## src/rtl/alu.sv

```systemverilog
// 8-bit ALU: combinational add/subtract plus sequential Booth radix-2 signed
// multiply and restoring unsigned divide, all behind one 16-bit result bus.
//
// Ports:
//   clk     system clock, rising edge
//   rst     asynchronous active-low reset
//   BEGIN   start request for MUL/DIV, sampled in IDLE
//   Op      00 ADD, 01 SUB, 10 MUL, 11 DIV
//   inA     multiplicand (MUL) / dividend (DIV) / first operand (ADD/SUB)
//   inM     multiplier (MUL) / divisor (DIV) / second operand (ADD/SUB)
//   END     one-cycle completion pulse for MUL/DIV
//   OUTBUS  16-bit result
module alu (
    input  logic        clk,
    input  logic        rst,
    input  logic        BEGIN,
    input  logic [1:0]  Op,
    input  logic [7:0]  inA,
    input  logic [7:0]  inM,
    output logic        END,
    output logic [15:0] OUTBUS
);

    typedef enum logic [1:0] {StIdle, StLoad, StIter, StDone} state_t;

    state_t      state_q, state_d;
    logic [7:0]  a_q;      // Booth accumulator / division remainder
    logic [7:0]  q_q;      // multiplier / dividend-then-quotient
    logic        qm1_q;    // Booth Q-1 bit
    logic [7:0]  m_q;      // multiplicand / divisor
    logic [2:0]  cnt_q;
    logic        div_q;    // latched Op[0]: 1 = divide
    logic [15:0] res_q;

    logic [9:0]  alu_x, alu_y, alu_r;
    logic        alu_sub;
    logic [1:0]  booth;
    logic [8:0]  mul_a_ext;
    logic [7:0]  a_it, q_it;
    logic        qm1_it;
    logic [15:0] addsub;

    // Next-state logic
    always_comb begin
        state_d = state_q;
        unique case (state_q)
            StIdle:  if (BEGIN && Op[1]) state_d = StLoad;
            StLoad:  state_d = StIter;
            StIter:  if (cnt_q == 3'd7) state_d = StDone;
            StDone:  state_d = StIdle;
            default: state_d = StIdle;
        endcase
    end

    // Shared add/subtract unit and per-iteration update
    always_comb begin
        booth = {q_q[0], qm1_q};
        if (div_q) begin
            // Shifted remainder is 9 bits wide: with divisor > 128 it can exceed 255.
            alu_x   = {1'b0, a_q, q_q[7]};
            alu_y   = {2'b00, m_q};
            alu_sub = 1'b1;
        end else begin
            // Sign-extended to 9+ bits so A +/- M cannot overflow before the shift.
            alu_x   = {{2{a_q[7]}}, a_q};
            alu_y   = {{2{m_q[7]}}, m_q};
            alu_sub = (booth == 2'b10);
        end
        alu_r = alu_sub ? (alu_x - alu_y) : (alu_x + alu_y);

        mul_a_ext = (booth == 2'b01 || booth == 2'b10) ? alu_r[8:0] : {a_q[7], a_q};

        if (div_q) begin
            // alu_r[9] set means the trial subtraction went negative: restore.
            a_it   = alu_r[9] ? {a_q[6:0], q_q[7]} : alu_r[7:0];
            q_it   = {q_q[6:0], ~alu_r[9]};
            qm1_it = qm1_q;
        end else begin
            a_it   = mul_a_ext[8:1];
            q_it   = {mul_a_ext[0], q_q[7:1]};
            qm1_it = q_q[0];
        end
    end

    always_ff @(posedge clk or negedge rst) begin
        if (!rst) begin
            state_q <= StIdle;
            a_q     <= 8'd0;
            q_q     <= 8'd0;
            qm1_q   <= 1'b0;
            m_q     <= 8'd0;
            cnt_q   <= 3'd0;
            div_q   <= 1'b0;
            res_q   <= 16'd0;
        end else begin
            state_q <= state_d;
            case (state_q)
                StLoad: begin
                    a_q   <= 8'd0;
                    qm1_q <= 1'b0;
                    cnt_q <= 3'd0;
                    div_q <= Op[0];
                    if (Op[0]) begin
                        q_q <= inA;
                        m_q <= inM;
                    end else begin
                        q_q <= inM;
                        m_q <= inA;
                    end
                end
                StIter: begin
                    a_q   <= a_it;
                    q_q   <= q_it;
                    qm1_q <= qm1_it;
                    cnt_q <= cnt_q + 3'd1;
                end
                StDone:  res_q <= {a_q, q_q};
                default: ;
            endcase
        end
    end

    assign addsub = Op[0] ? ({8'd0, inA} - {8'd0, inM}) : ({8'd0, inA} + {8'd0, inM});
    assign END    = (state_q == StDone);
    assign OUTBUS = (state_q == StIdle && !Op[1]) ? addsub : res_q;

endmodule

```

## config.mk

```make
export PLATFORM = sky130hd
export DESIGN_NAME = alu
export DESIGN_NICKNAME = d
export VERILOG_FILES = /design/src/rtl/alu.sv
export SDC_FILE = /design/constraint.sdc
export NUM_CORES = 1
export LEC_CHECK = 0
export BUFFER_PORTS_ARGS = -buffer_cell sky130_fd_sc_hd__buf_2
export CAP_MARGIN = 30
export CORE_AREA = 4 4 105 107
export CTS_CLUSTER_DIAMETER = 60
export CTS_CLUSTER_SIZE = 30
export DETAILED_ROUTE_END_ITERATION = 10
export DIE_AREA = 0 0 109 111
export HOLD_SLACK_MARGIN = 0.1
export PLACE_DENSITY = 0.68
export SLEW_MARGIN = 20
export SYNTH_ARGS = -nofsm -noshare
export SYNTH_HDL_FRONTEND = slang
export SYNTH_SLANG_ARGS = --single-unit
```

## constraint.sdc

```tcl
create_clock -name clk -period 4.4 [get_ports clk]
set_input_delay 1.32 -clock clk [delete_from_list [all_inputs] [get_ports clk]]
set_output_delay 1.32 -clock clk [all_outputs]
set_load 0.02 [all_outputs]
```

==> metrics.md <==
| Metric | Value |
|---|---|
| Total CTS buffers | `5` |
| Worst reg-to-reg path cell count | `12` |
| Min cycle time layout | `4.45 ns` |
| Vias in the first global route | `3460` |
| Buffers on Ports | `37` |
| CP endpoint kind | `output pin` |
| Worst-path maximum fanout | `7` |
| Avg Cell Area, Syn | `9.07 µm²` |
| Share of layout cells above drive strength 1 | `25.1%` |
| R2r endpoint | `a_q[4]` |
| Max Cap Violations | `0` |
| Ys Warns | `0` |
| DR WL/cell | `16.3 µm` |
| Pwr per Cell Area | `768 nW/µm²` |
| Slew headroom | `42.8%` |
| Crit path launch | `inA[0]` |
| Part of the cycle the worst path needs | `101%` |
| GP Congestion | `0.831` |
| Pre-CTS setup slack | `-0.200 ns` |
| Diode count | `0` |
| Post-synth EDFFs | `0` |
| Mapped Area | `3970 µm²` |
| Hold path depth | `1` |
| WS Path Type | `in2out` |
| Root Buffer | `clkbuf_8` |
| Hold EP | `cnt_q[0]` |
| Clk_lat worst skew | `0.31 ns` |
| Hold buffers post-CTS | `0` |
| Max VDD drop | `0.366 mV` |
| Post-Place Cell Area | `4400 µm²` |
| Worst Path Arrival | `3.13 ns` |
| Distinct cells, synth | `55` |
| Via/cell ratio | `5.54` |
| Hold wc startpoint | `cnt_q[0]` |
| HP Class | `reg2reg` |
| Clk pwr share | `9.4%` |
| Final Hold Viols | `0` |
| Sequential share of power | `22.4%` |
| Primary FF master, synth | `dfrtp_1` |
| Final setup vio count | `9` |
| Register area share after synthesis | `29.6%` |
| Die area | `12100 µm²` |
| Io pins | `38` |
| Pin count of the biggest net entering global routing | `30` |
| Seq cells post-synth | `47` |
| Reg2reg setup slack | `1.01 ns` |
| Max Slew Vio Count | `0` |
| Total number of vias | `3423` |
| Cell leakage power | `2.22 nW` |
| Logic pwr share | `68.2%` |
| Core box area | `10100 µm²` |
| Total Routing Usage GR | `17.0%` |
| Post-synth ARST share | `100%` |
| Pre-Repair DR Iteration Count | `4` |
| Routed wire length | `10100 µm` |
| Nets | `538` |
| Startpoint Class | `input pin` |
| Sink Count | `47` |
| Fmax achieved | `0.225 GHz` |
| Outcome | `complete, but fails checks` |
| Unrepaired setup endpoints after global routing | `yes` |
| Skew final | `0.0103 ns` |
| Initial Utilization | `39.2%` |
| Final Worst Setup Slack | `-0.0509 ns` |
| Drc violations | `0` |
| Switching power total | `0.00173 W` |
| Worst Path Required | `3.08 ns` |
| Clock Path Buffers | `2` |
| Congestion Overflow GR | `0` |
| H-Tree Depth | `2` |
| Syn nets | `495` |
| Cell Int Power | `0.00190 W` |
| Area growth from synthesis to layout | `18.7%` |
| Worst-margin pin slew | `0.858 ns` |
| Syn Inst Count | `438` |
| Die H | `111 µm` |
| DIE WIDTH | `109 µm` |
| Worst reg2reg startpoint | `q_q[0]` |
| Failing checks | `negative setup slack` |
| Finished Cell Area | `4720 µm²` |
| Clock-pin slew on the worst setup and hold paths | `0.09 ns` |
| CTS tree | `built` |
| DRT iter0 DRCs | `161` |
| Worst hold slack | `0.504 ns` |
| Site Rows | `37` |
| Antenna-violating nets left | `0` |
| Initial antenna violation count | `0` |
| Sw Share | `47.7%` |
| Hpwl dp | `7650 µm` |
| First-pass GRT wire length | `16700 µm` |
[state kept, by name (all words and copies together) (netlist names)]
signal,count
div_q,1
cnt_q,3
qm1_q,1
a_q,8
m_q,8
res_q,16
state_q,2
q_q,8
[power groups by stage]
stage | clock network, W | registers (W) | logic [W]
2_1_floorplan | 0 | 0.000757 | 0.00187
3_3_place_gp | 0 | 0.000809 | 0.00231
3_5_place_dp | 0 | 0.000818 | 0.00237
4_1_cts | 0.000348 | 0.000808 | 0.00245
5_1_grt | 0.000364 | 0.000840 | 0.00273
6_report | 0.000339 | 0.000812 | 0.00247
[layout make-up]
cell class	count	area, µm²
Sequential cell	47	1180
Inverter	32	123
Tap cell	136	170
Multi-Input combinational cell	338	2690
Clock inverter	3	46.3
Clock buffer	5	68.8
Timing Repair Buffer	57	444
Fill cell	991	5420
[routing by layer]
metal / wire (µm) / part of all wire (%) / GRT usage (%) / up-vias
met5: 0 / 0 / 0 / -
met4: 411 / 4.1 / 6.82 / 0
met3: 425 / 4.2 / 3.15 / 29
met2: 4810 / 48 / 28.3 / 85
met1: 4420 / 44 / 21.4 / 1650
li1: - / - / - / 1659
[cells in the mapped netlist, types with 2 or more instances]
| cell type | n | area share, % |
|---|---|---|
| o22ai_1 | 2 | 0.31 |
| o21ai_0 | 38 | 4.8 |
| clkbuf_1 | 16 | 1.5 |
| ha_1 | 33 | 10 |
| a2111oi_0 | 3 | 0.66 |
| xnor2_1 | 8 | 1.8 |
| nand3_1 | 4 | 0.50 |
| nand2b_1 | 9 | 1.4 |
| o21a_1 | 5 | 0.94 |
| a211oi_1 | 7 | 1.3 |
| xor2_1 | 7 | 1.5 |
| o211a_1 | 6 | 1.5 |
| nand2_1 | 34 | 3.2 |
| o31ai_1 | 4 | 0.76 |
| o31a_1 | 2 | 0.44 |
| buf_2 | 4 | 0.50 |
| o32ai_1 | 2 | 0.44 |
| a211o_1 | 3 | 0.66 |
| nor3_1 | 7 | 0.88 |
| o21bai_1 | 3 | 0.57 |
| nor2_1 | 24 | 2.3 |
| dfrtp_1 | 47 | 30 |
| a21oi_1 | 28 | 3.5 |
| mux2i_1 | 27 | 6.8 |
| o211ai_1 | 3 | 0.57 |
| a31oi_1 | 3 | 0.47 |
| mux2_2 | 31 | 8.8 |
| inv_1 | 31 | 2.9 |
| a22oi_1 | 4 | 0.76 |
| a21o_1 | 9 | 1.7 |
| nor2b_1 | 7 | 1.1 |
| or3_1 | 2 | 0.31 |
| fa_1 | 3 | 1.5 |
[layout by cell type, fill, tap and decap left out, types with 4 or more instances in the layout]
cell type  Yosys  routed
a22oi_1        4       4
nor2_1        24      24
o31ai_1        4       4
buf_6          0       9
nor3_1         7       7
nand3_1        4       4
nor2b_1        7       7
xor2_1         7       7
mux2i_1       27      27
dfrtp_1       47      47
o21ai_0       38      34
nand2b_1       9       9
mux2_2        31      31
buf_4          0      21
o21a_1         5       5
a21oi_1       28      25
o211a_1        6       6
a211oi_1       7       5
inv_1         31      27
nand2_1       34      34
buf_2          4      23
o21ai_1        0       4
a21o_1         9       9
xnor2_1        8       8
ha_1          33      30
clkbuf_8       0       5
[logic make-up (layout without fill, tap and decap cells)]
| group | Yosys count | after routing | share of synthesized area [%] |
|---|---|---|---|
| adder cells (fa/ha/maj) | 36 | 36 | 11.9 |
| AO/OA/AOI/OAI | 131 | 131 | 21.8 |
| AND/OR/NAND/NOR | 97 | 97 | 12.0 |
| multiplexers | 58 | 58 | 15.6 |
| buffers and inverters | 53 | 97 | 5.13 |
| XOR/XNOR | 16 | 16 | 4.00 |
| flip-flops | 47 | 47 | 29.6 |
[stage by stage]
| step | instances | setup TNS [ns] | power, W | util, % |
|---|---|---|---|---|
| after floorplan | 438 | 0 | 0.00263 | - |
| after global placement | 606 | -1.63 | 0.00312 | 43.2 |
| after detailed placement | 607 | -1.93 | 0.00319 | 43.4 |
| after CTS | 618 | -0.425 | 0.00360 | 45.9 |
| after global routing | 618 | -1.51 | 0.00393 | 46.5 |
| final | 618 | -0.294 | 0.00362 | 46.5 |
[worst max path at each step]
stage | to | slack, ns
3_3_place_gp | OUTBUS[8] | -0.19
2_1_floorplan | OUTBUS[6] | 0.05
4_1_cts | OUTBUS[8] | -0.11
6_report | OUTBUS[10] | -0.05
3_5_place_dp | OUTBUS[10] | -0.20
5_1_grt | OUTBUS[10] | -0.16
[timing repair]
action,CTS,global route
setup endpoints to repair,12,12
endpoints found under the hold margin,0,0
buffers inserted,3,0
resized for setup,39,14
pin swaps,15,18
[worst max-delay path, cell delays in order]
cell	delay [ns]
buf_8	0.09
inv_4	0.03
ha_4	0.15
fa_2	0.36
inv_2	0.07
a21oi_2	0.05
o21bai_1	0.18
a21o_1	0.15
a21oi_2	0.05
o21a_1	0.23
buf_12	0.15
a21o_1	0.17
buf_6	0.13
No activity file was read; power rests on OpenSTA's default activity.
